===== src/rtl/mem1port_arbiter_if.sv =====
// Bus bundle between the instruction/data masters, the arbiter and the single-port RAM.
// slave = arbiter view; master = the surrounding masters and RAM model.
interface mem1port_arbiter_if;
   // Instruction fetch port (read-only)
   logic        i_req;
   logic [29:0] i_addr;
   logic        i_gnt;
   logic        i_rvalid;
   logic [31:0] i_rdata;
   // Data port
   logic        d_req;
   logic        d_we;
   logic [29:0] d_addr;
   logic [31:0] d_wdata;
   logic [3:0]  d_wstrb;
   logic        d_gnt;
   logic        d_rvalid;
   logic [31:0] d_rdata;
   // RAM side
   logic        m_ready;
   logic        m_we;
   logic [29:0] m_addr;
   logic [31:0] m_wdata;
   logic [3:0]  m_wstrb;
   logic        m_rresp;
   logic [31:0] m_rdata;

   modport slave (
      input  i_req, i_addr, d_req, d_we, d_addr, d_wdata, d_wstrb, m_rresp, m_rdata,
      output i_gnt, i_rvalid, i_rdata, d_gnt, d_rvalid, d_rdata,
             m_ready, m_we, m_addr, m_wdata, m_wstrb
   );

   modport master (
      output i_req, i_addr, d_req, d_we, d_addr, d_wdata, d_wstrb, m_rresp, m_rdata,
      input  i_gnt, i_rvalid, i_rdata, d_gnt, d_rvalid, d_rdata,
             m_ready, m_we, m_addr, m_wdata, m_wstrb
   );
endinterface


===== src/rtl/mem1port_arbiter.sv =====
// Merges instruction-fetch and data masters onto one single-port RAM, data first,
// with a starvation counter that eventually forces an instruction grant.
module mem1port_arbiter #(
   parameter int  STARVE_LIMIT = 4,
   localparam int CW = (STARVE_LIMIT < 1) ? 1 : $clog2(STARVE_LIMIT + 1)
) (
   input  logic              clk,
   input  logic              reset,
   mem1port_arbiter_if.slave bus,
   output logic [CW-1:0]     dbg_starve_cnt,
   output logic [1:0]        dbg_rsel
);

   // Handshake: a master holds req and its payload stable until the cycle gnt
   // is high; gnt is combinational and the transfer happens on that clock edge.
   // A read returns exactly one cycle later as rvalid; writes return nothing.

   typedef enum logic [1:0] {
      RSEL_NONE = 2'd0,
      RSEL_I    = 2'd1,
      RSEL_D    = 2'd2
   } rsel_t;

   localparam logic [CW-1:0] LIM = CW'(STARVE_LIMIT);

   rsel_t         rsel, rsel_next;
   logic [CW-1:0] starve_cnt, starve_next;
   logic          i_pri, i_gnt, d_gnt;

   // The counter saturates at LIM, so equality is the same as >= LIM.
   assign i_pri = (starve_cnt == LIM);

   always_ff @(posedge clk) begin
      if (reset) begin
         rsel       <= RSEL_NONE;
         starve_cnt <= '0;
      end else begin
         rsel       <= rsel_next;
         starve_cnt <= starve_next;
      end
   end

   always_comb begin
      d_gnt       = 1'b0;
      i_gnt       = 1'b0;
      rsel_next   = RSEL_NONE;
      starve_next = '0;
      if (!reset) begin
         d_gnt = bus.d_req & !(i_pri & bus.i_req);
         i_gnt = bus.i_req & !d_gnt;
         if (i_gnt)
            rsel_next = RSEL_I;
         else if (d_gnt & !bus.d_we)
            rsel_next = RSEL_D;
         if (bus.i_req & !i_gnt)
            starve_next = (starve_cnt == LIM) ? starve_cnt : starve_cnt + 1'b1;
      end
   end

   assign bus.i_gnt   = i_gnt;
   assign bus.d_gnt   = d_gnt;
   assign bus.m_ready = i_gnt | d_gnt;
   assign bus.m_we    = d_gnt & bus.d_we;
   assign bus.m_addr  = d_gnt ? bus.d_addr : bus.i_addr;
   assign bus.m_wdata = bus.d_wdata;
   assign bus.m_wstrb = d_gnt ? bus.d_wstrb : 4'b0000;

   // A response already in flight when reset rises is discarded.
   assign bus.i_rvalid = bus.m_rresp & (rsel == RSEL_I) & !reset;
   assign bus.d_rvalid = bus.m_rresp & (rsel == RSEL_D) & !reset;
   assign bus.i_rdata  = bus.m_rdata;
   assign bus.d_rdata  = bus.m_rdata;

   assign dbg_starve_cnt = starve_cnt;
   assign dbg_rsel       = rsel;

endmodule


===== src/flat_wrapper.sv =====
// flat-port wrapper written by rule: the top's interface ports become plain ports
module mem1port_arbiter_flat 
#(
   parameter int  STARVE_LIMIT = 4,
   localparam int CW = (STARVE_LIMIT < 1) ? 1 : $clog2(STARVE_LIMIT + 1)
)
  (clk, reset, dbg_starve_cnt, dbg_rsel, bus_i_req, bus_i_addr, bus_d_req, bus_d_we, bus_d_addr, bus_d_wdata, bus_d_wstrb, bus_m_rresp, bus_m_rdata, bus_i_gnt, bus_i_rvalid, bus_i_rdata, bus_d_gnt, bus_d_rvalid, bus_d_rdata, bus_m_ready, bus_m_we, bus_m_addr, bus_m_wdata, bus_m_wstrb);
  mem1port_arbiter_if bus_i ();
  input  logic clk;
  input  logic reset;
  output logic [CW-1:0] dbg_starve_cnt;
  output logic [1:0] dbg_rsel;
  input wire logic [$bits(bus_i.i_req)-1:0] bus_i_req;
  input wire logic [$bits(bus_i.i_addr)-1:0] bus_i_addr;
  input wire logic [$bits(bus_i.d_req)-1:0] bus_d_req;
  input wire logic [$bits(bus_i.d_we)-1:0] bus_d_we;
  input wire logic [$bits(bus_i.d_addr)-1:0] bus_d_addr;
  input wire logic [$bits(bus_i.d_wdata)-1:0] bus_d_wdata;
  input wire logic [$bits(bus_i.d_wstrb)-1:0] bus_d_wstrb;
  input wire logic [$bits(bus_i.m_rresp)-1:0] bus_m_rresp;
  input wire logic [$bits(bus_i.m_rdata)-1:0] bus_m_rdata;
  output wire logic [$bits(bus_i.i_gnt)-1:0] bus_i_gnt;
  output wire logic [$bits(bus_i.i_rvalid)-1:0] bus_i_rvalid;
  output wire logic [$bits(bus_i.i_rdata)-1:0] bus_i_rdata;
  output wire logic [$bits(bus_i.d_gnt)-1:0] bus_d_gnt;
  output wire logic [$bits(bus_i.d_rvalid)-1:0] bus_d_rvalid;
  output wire logic [$bits(bus_i.d_rdata)-1:0] bus_d_rdata;
  output wire logic [$bits(bus_i.m_ready)-1:0] bus_m_ready;
  output wire logic [$bits(bus_i.m_we)-1:0] bus_m_we;
  output wire logic [$bits(bus_i.m_addr)-1:0] bus_m_addr;
  output wire logic [$bits(bus_i.m_wdata)-1:0] bus_m_wdata;
  output wire logic [$bits(bus_i.m_wstrb)-1:0] bus_m_wstrb;
  assign bus_i.i_req = bus_i_req;
  assign bus_i.i_addr = bus_i_addr;
  assign bus_i.d_req = bus_d_req;
  assign bus_i.d_we = bus_d_we;
  assign bus_i.d_addr = bus_d_addr;
  assign bus_i.d_wdata = bus_d_wdata;
  assign bus_i.d_wstrb = bus_d_wstrb;
  assign bus_i.m_rresp = bus_m_rresp;
  assign bus_i.m_rdata = bus_m_rdata;
  assign bus_i_gnt = bus_i.i_gnt;
  assign bus_i_rvalid = bus_i.i_rvalid;
  assign bus_i_rdata = bus_i.i_rdata;
  assign bus_d_gnt = bus_i.d_gnt;
  assign bus_d_rvalid = bus_i.d_rvalid;
  assign bus_d_rdata = bus_i.d_rdata;
  assign bus_m_ready = bus_i.m_ready;
  assign bus_m_we = bus_i.m_we;
  assign bus_m_addr = bus_i.m_addr;
  assign bus_m_wdata = bus_i.m_wdata;
  assign bus_m_wstrb = bus_i.m_wstrb;
  mem1port_arbiter #(.STARVE_LIMIT(STARVE_LIMIT)) u_core (.clk(clk), .reset(reset), .bus(bus_i), .dbg_starve_cnt(dbg_starve_cnt), .dbg_rsel(dbg_rsel));
endmodule

===== config.mk =====
export PLATFORM = sky130hd
export DESIGN_NAME = mem1port_arbiter_flat
export DESIGN_NICKNAME = d
export VERILOG_FILES = /design/src/rtl/mem1port_arbiter_if.sv /design/src/rtl/mem1port_arbiter.sv /design/src/flat_wrapper.sv
export SDC_FILE = /design/constraint.sdc
export NUM_CORES = 1
export LEC_CHECK = 0
export CAP_MARGIN = 10
export CORE_AREA = 2 2 107 109
export CTS_BUF_LIST = sky130_fd_sc_hd__clkbuf_4 sky130_fd_sc_hd__clkbuf_8
export DETAILED_ROUTE_END_ITERATION = 6
export DIE_AREA = 0 0 109 111
export GPL_ROUTABILITY_DRIVEN = 0
export GPL_TIMING_DRIVEN = 0
export PLACE_DENSITY = 0.56
export SYNTH_ARGS = -nofsm -noshare
export SYNTH_HDL_FRONTEND = slang
export SYNTH_SLANG_ARGS = --single-unit

===== constraint.sdc =====
create_clock -name clk -period 1.7 [get_ports clk]
set_input_delay 0.17 -clock clk [delete_from_list [all_inputs] [get_ports clk]]
set_output_delay 0.17 -clock clk [all_outputs]
set_load 0.01 [all_outputs]

== Word-level counts from Yosys, hierarchy flattened ==
Index checks and enable logic that the tools add are counted.
Storage, ports and cells
  bits in registers: 5
  input port bits: 134
  word-level logic and storage cells: 32
Cells by class
  muxes and demuxes: 6
  add/sub/neg operators: 1
  eq/ne operators: 3
  bitwise logic cells: 12
  reductions and logical operators: 7
Operators by type and width (number)
  two-way mux 30 bit: 1
  bitwise AND 1 bit: 10
  logical NOT 1 bit: 5
  two-way mux 4 bit: 1
  OR reduction 2 bit: 2
  adder 3 x 1 -> 3 bit, second input constant: 1
  equality test 3 bit, second input constant: 1
  two-way mux 1 bit: 3
  equality test 2 x 1 -> 1 bit, second input constant: 1
  equality test 2 bit, second input constant: 1
  two-way mux 2 bit: 1
  inverter 1 bit: 1
  OR 1 bit: 1

== Depth between registers and ports, before layout ==
  word-level depth: 10
  gate-level depth with buffers: 6

== Worst setup path after synthesis ==
No wires, ideal clock.
  path type: flip-flop to output port
  start: reg u_core.starve_cnt[0], in the netlist u_core.dbg_starve_cnt[0]
  end: out bus_m_addr[0]
  slack: 190 ps
  cell stages (with the launch flop): 7
  arrival: 1340 ps
  required time: 1530 ps
  cells stage by stage: dfxtp_1 -> inv_1 -> ha_1 -> nand3_2 -> nand2_4 -> buf_6 -> mux2_4
Between the ends
  word-level cells in the longest chain between the ends: 6
Ends and longest elaborated chain
  start, declared: line mem1port_arbiter.sv:27  | logic [CW-1:0] starve_cnt, starve_next;
  start signal, assigned: line mem1port_arbiter.sv:39  | starve_cnt <= starve_next;
  equality test 3 bit: line mem1port_arbiter.sv:31  | assign i_pri = (starve_cnt == LIM);
  bitwise AND 1 bit: line mem1port_arbiter.sv:49  | d_gnt = bus.d_req & !(i_pri & bus.i_req);
  logical NOT 1 bit: line mem1port_arbiter.sv:49
  bitwise AND 1 bit: line mem1port_arbiter.sv:49
  two-way mux 1 bit: line mem1port_arbiter.sv:48  | if (!reset) begin
  two-way mux 30 bit: line mem1port_arbiter.sv:64  | assign bus.m_addr = d_gnt ? bus.d_addr : bus.i_addr;
  end, declared: line flat_wrapper.sv:30  | output wire logic [$bits(bus_i.m_addr)-1:0] bus_m_addr;
Every way passes these cells.

== Final worst setup path ==
  start: reg u_core.starve_cnt[0], in the netlist u_core.dbg_starve_cnt[0]
  end: out bus_m_addr[12]
The elaborated chain is that of the path after synthesis.

==> results.sh <==
export IMPL_grt_max_degree=11
export IMPL_antennaDiodeCount=0
export IMPL_intPower_mw=1.01
export IMPL_crit_fanout=5
export IMPL_top_layer_used="met4"
export IMPL_seqPwrFrac_pct=9.1
export IMPL_netlist_top_cells_area="buf_4 (48%), mux2_4 (28%), dfxtp_1 (6.7%)"
export IMPL_row_count=39
export IMPL_final_setup_viol_count=30
export IMPL_worstRegToRegCells=7
export IMPL_clockPowerShare_pct=17.1
export IMPL_syn_inst=164
export IMPL_post_synth_cell_area_avg_um2=9.09
export IMPL_cts_htree_levels=1
export IMPL_final_max_slew_violation_count=0
export IMPL_hold_path_class="primary input to flop"
export IMPL_rrSetupSlack_ns=0.55
export IMPL_leakagePower_nw=1.94
export IMPL_post_place_ws_ns=-0.582
export IMPL_grt_first_pass_wirelength_um=8600
export IMPL_dp_hpwl_um=5470
export IMPL_antenna_found_initial=0
export IMPL_cts_sinks=5
export IMPL_hold_viol_final=0
export IMPL_synth_nets=300
export IMPL_syn_to_final_growth_pct=174
export IMPL_worst_slack_ns=-0.167
export IMPL_cts_path_max_buffers=2
export IMPL_timing_rr_end="u_core.dbg_rsel[1]"
export IMPL_setup_worst_path_end="bus_m_addr[12]"
export IMPL_cp_cell_sequence="inv_2, ha_4, nand3_4, nand2_8, buf_12, buf_12, buf_6, mux2_4, buf_6"
export IMPL_num_vias=1847
export IMPL_placed_cell_area_um2=3770
export IMPL_critPathRequiredTime_ns=1.53
export IMPL_start_kind="flop"
export IMPL_hold_depth=2
export IMPL_port_buffers=210
export IMPL_wl_met3_um=829
export IMPL_grt_ovfl_total=0
export IMPL_ir_worst_vdd_v=0.000470
export IMPL_synth_cell_types=18
export IMPL_max_slew_margin_pct=84.9
export IMPL_switching_share_pct=25.5
export IMPL_outcome="finished, violations left"
export IMPL_antenna_left=0
export IMPL_die_h_um=111
export IMPL_cts_root_buf="clkbuf_8"
export IMPL_utilization_pct=36.8
export IMPL_met2_length_um=3440
export IMPL_skew_ns=0.00256
export IMPL_violations="setup timing"
export IMPL_critPathKind="flop to output port"
export IMPL_power_density_nw_per_um2=334
export IMPL_max_freq_mhz=536
export IMPL_m1WireLength_um=1870
export IMPL_core_area_um2=11100
export IMPL_yosys_area_top_type="buf_4"
export IMPL_layout_drive_gt1_share_pct=47.5
export IMPL_nets=531
export IMPL_ys_warn_count=0
export IMPL_firstDrtPassIters=4
export IMPL_syn_area_um2=1490
export IMPL_start_util_pct=13.5
export IMPL_dieWidth_um=109
export IMPL_cp_end_kind="output port"
export IMPL_cp_depth=9
export IMPL_via_per_inst=3.44
export IMPL_synth_top_cell_area_share_pct=48.4
export IMPL_synth_seq_cells=5
export IMPL_layout_min_cycle_time_ns=1.87
export IMPL_tightestPinTransition_ns=0.224
export IMPL_final_area_um2=4080
export IMPL_die_area_um2=12100
export IMPL_drc=0
export IMPL_critical_path_buf_inv_count=5
export IMPL_fillers=1137
export IMPL_critPathTopFamily="buffers and inverters"
export IMPL_clock_latency_ns=0.22
export IMPL_cp_startpoint="u_core.dbg_starve_cnt[0]"
export IMPL_critPathArrivalTime_ns=1.70
export IMPL_cap_viol_max_count=0
export IMPL_drt_iter0_drc=17
export IMPL_io_pins=275
export IMPL_grt_pass1_vias=1822
export IMPL_timing_final_crit_share_pct=110
export IMPL_cts_buffers=3
export IMPL_rsz0062_at_grt="true"
export IMPL_critPathMaxStageDelay_ns=0.32
export IMPL_r2r_start="u_core.dbg_starve_cnt[0]"
export IMPL_critPathSlowestCell="dfxtp_2"
export IMPL_wl_per_cell_um=11.5
export IMPL_register_area_um2=103
export IMPL_track_usage_pct=8.88
export IMPL_seq_area_frac_synth_pct=6.72
export IMPL_multi_input_area_um2=649
export IMPL_wl_um=6160
export IMPL_cts_tree="yes"
export IMPL_power_frac_comb_pct=73.8
export IMPL_path_clk_slew_ns=0.04
export IMPL_p_switching_mw=0.347
-- layout by cell type, fill, tap and decap left out, types with 2 or more instances in the layout --
cell             Yosys  layout
a21boi_0             2       2
and3_1               5       5
buf_12               0       5
buf_2                0       2
buf_4               96     104
buf_6                3      33
clkbuf_8             0       3
clkdlybuf4s50_1      0     169
dfxtp_1              5       3
dfxtp_2              0       2
dlygate4sd2_1        0       9
inv_1                4       2
inv_2                0       2
mux2_2               2       2
mux2_4              28      28
nand2_1              2       2
nor2_1               7       7
nor4bb_1             2       2
-- worst register-to-register path, cell delays in order (launching register included) --
cell,delay [ns]
dfxtp_2,0.32
inv_2,0.04
ha_4,0.16
nand3_4,0.10
nand2_8,0.06
buf_4,0.13
buf_12,0.14
nor2_1,0.11
-- metal layers --
layer,up-vias,track usage (%)
li1,893,-
met1,819,8.43
met2,133,18.3
met3,2,2.94
met4,0,0.769
met5,-,0
-- registers in the layout (all words and copies together), names as in the netlist --
signal	count
u_core.dbg_rsel	2
u_core.dbg_starve_cnt	3
-- worst min-delay path by stage --
stage	from	slack [ns]	end
5_1_grt	bus_d_req	0.40	u_core.dbg_rsel[0]
6_report	bus_d_req	0.38	u_core.dbg_rsel[0]
2_1_floorplan	bus_d_we	0.24	u_core.dbg_rsel[1]
3_5_place_dp	u_core.dbg_starve_cnt[0]	0.46	u_core.dbg_starve_cnt[0]
3_3_place_gp	u_core.dbg_starve_cnt[0]	0.45	u_core.dbg_starve_cnt[0]
4_1_cts	bus_d_req	0.37	u_core.dbg_rsel[0]
-- synthesized netlist by cell type --
cell      number
a21boi_0       2
and2b_4        1
and3_1         5
buf_4         96
buf_6          3
dfxtp_1        5
ha_1           2
inv_1          4
mux2_2         2
mux2_4        28
mux2i_1        1
nand2_1        2
nand2_4        1
nand3_1        1
nand3_2        1
nor2_1         7
nor2b_1        1
nor4bb_1       2
-- kinds of logic after synthesis --
family | Yosys count | share of synthesized area, %
buffers and inverters | 103 | 51.6
AND/OR/NAND/NOR | 21 | 8.56
AO/OA/AOI/OAI | 2 | 1.01
adder cells (fa/ha/maj) | 2 | 1.68
flip-flops | 5 | 6.72
multiplexers | 31 | 30.4
-- cell type report --
class | instances | area share [%]
tap | 143 | 4.39
sequential | 5 | 2.52
timing repair buffer | 226 | 56.5
clock buffer | 4 | 1.20
buffer | 99 | 19.1
multi-input combinational | 56 | 15.9
inverter | 4 | 0.368
-- stage by stage --
stage / setup TNS (ns) / hold slack (ns) / power [mW] / instances
floorplan: 0 / 0.242 / 0.533 / 164
global placement: -18.03 / 0.451 / 1.07 / 517
detailed placement: -17.89 / 0.456 / 1.08 / 517
CTS: -4.09 / 0.365 / 1.38 / 537
global route: -4.50 / 0.405 / 1.44 / 537
finish: -2.80 / 0.378 / 1.36 / 537
-- power by group through the flow --
| stage | combinational (mW) | clock (mW) | sequential, mW |
|---|---|---|---|
| floorplan | 0.406 | 0 | 0.127 |
| global placement | 0.946 | 0 | 0.126 |
| detailed placement | 0.952 | 0 | 0.126 |
| CTS | 1.02 | 0.240 | 0.124 |
| global route | 1.06 | 0.253 | 0.124 |
| finish | 1.00 | 0.233 | 0.124 |
-- timing repair --
item                                    CTS  global route
pin swaps                                 2             2
hold buffers                              0             0
endpoints found under the setup margin   39            32
gates resized for setup                 176             7
cloned                                    2             0
buffers inserted                         14             1
Note: power is estimated with default switching activity, not from simulation.
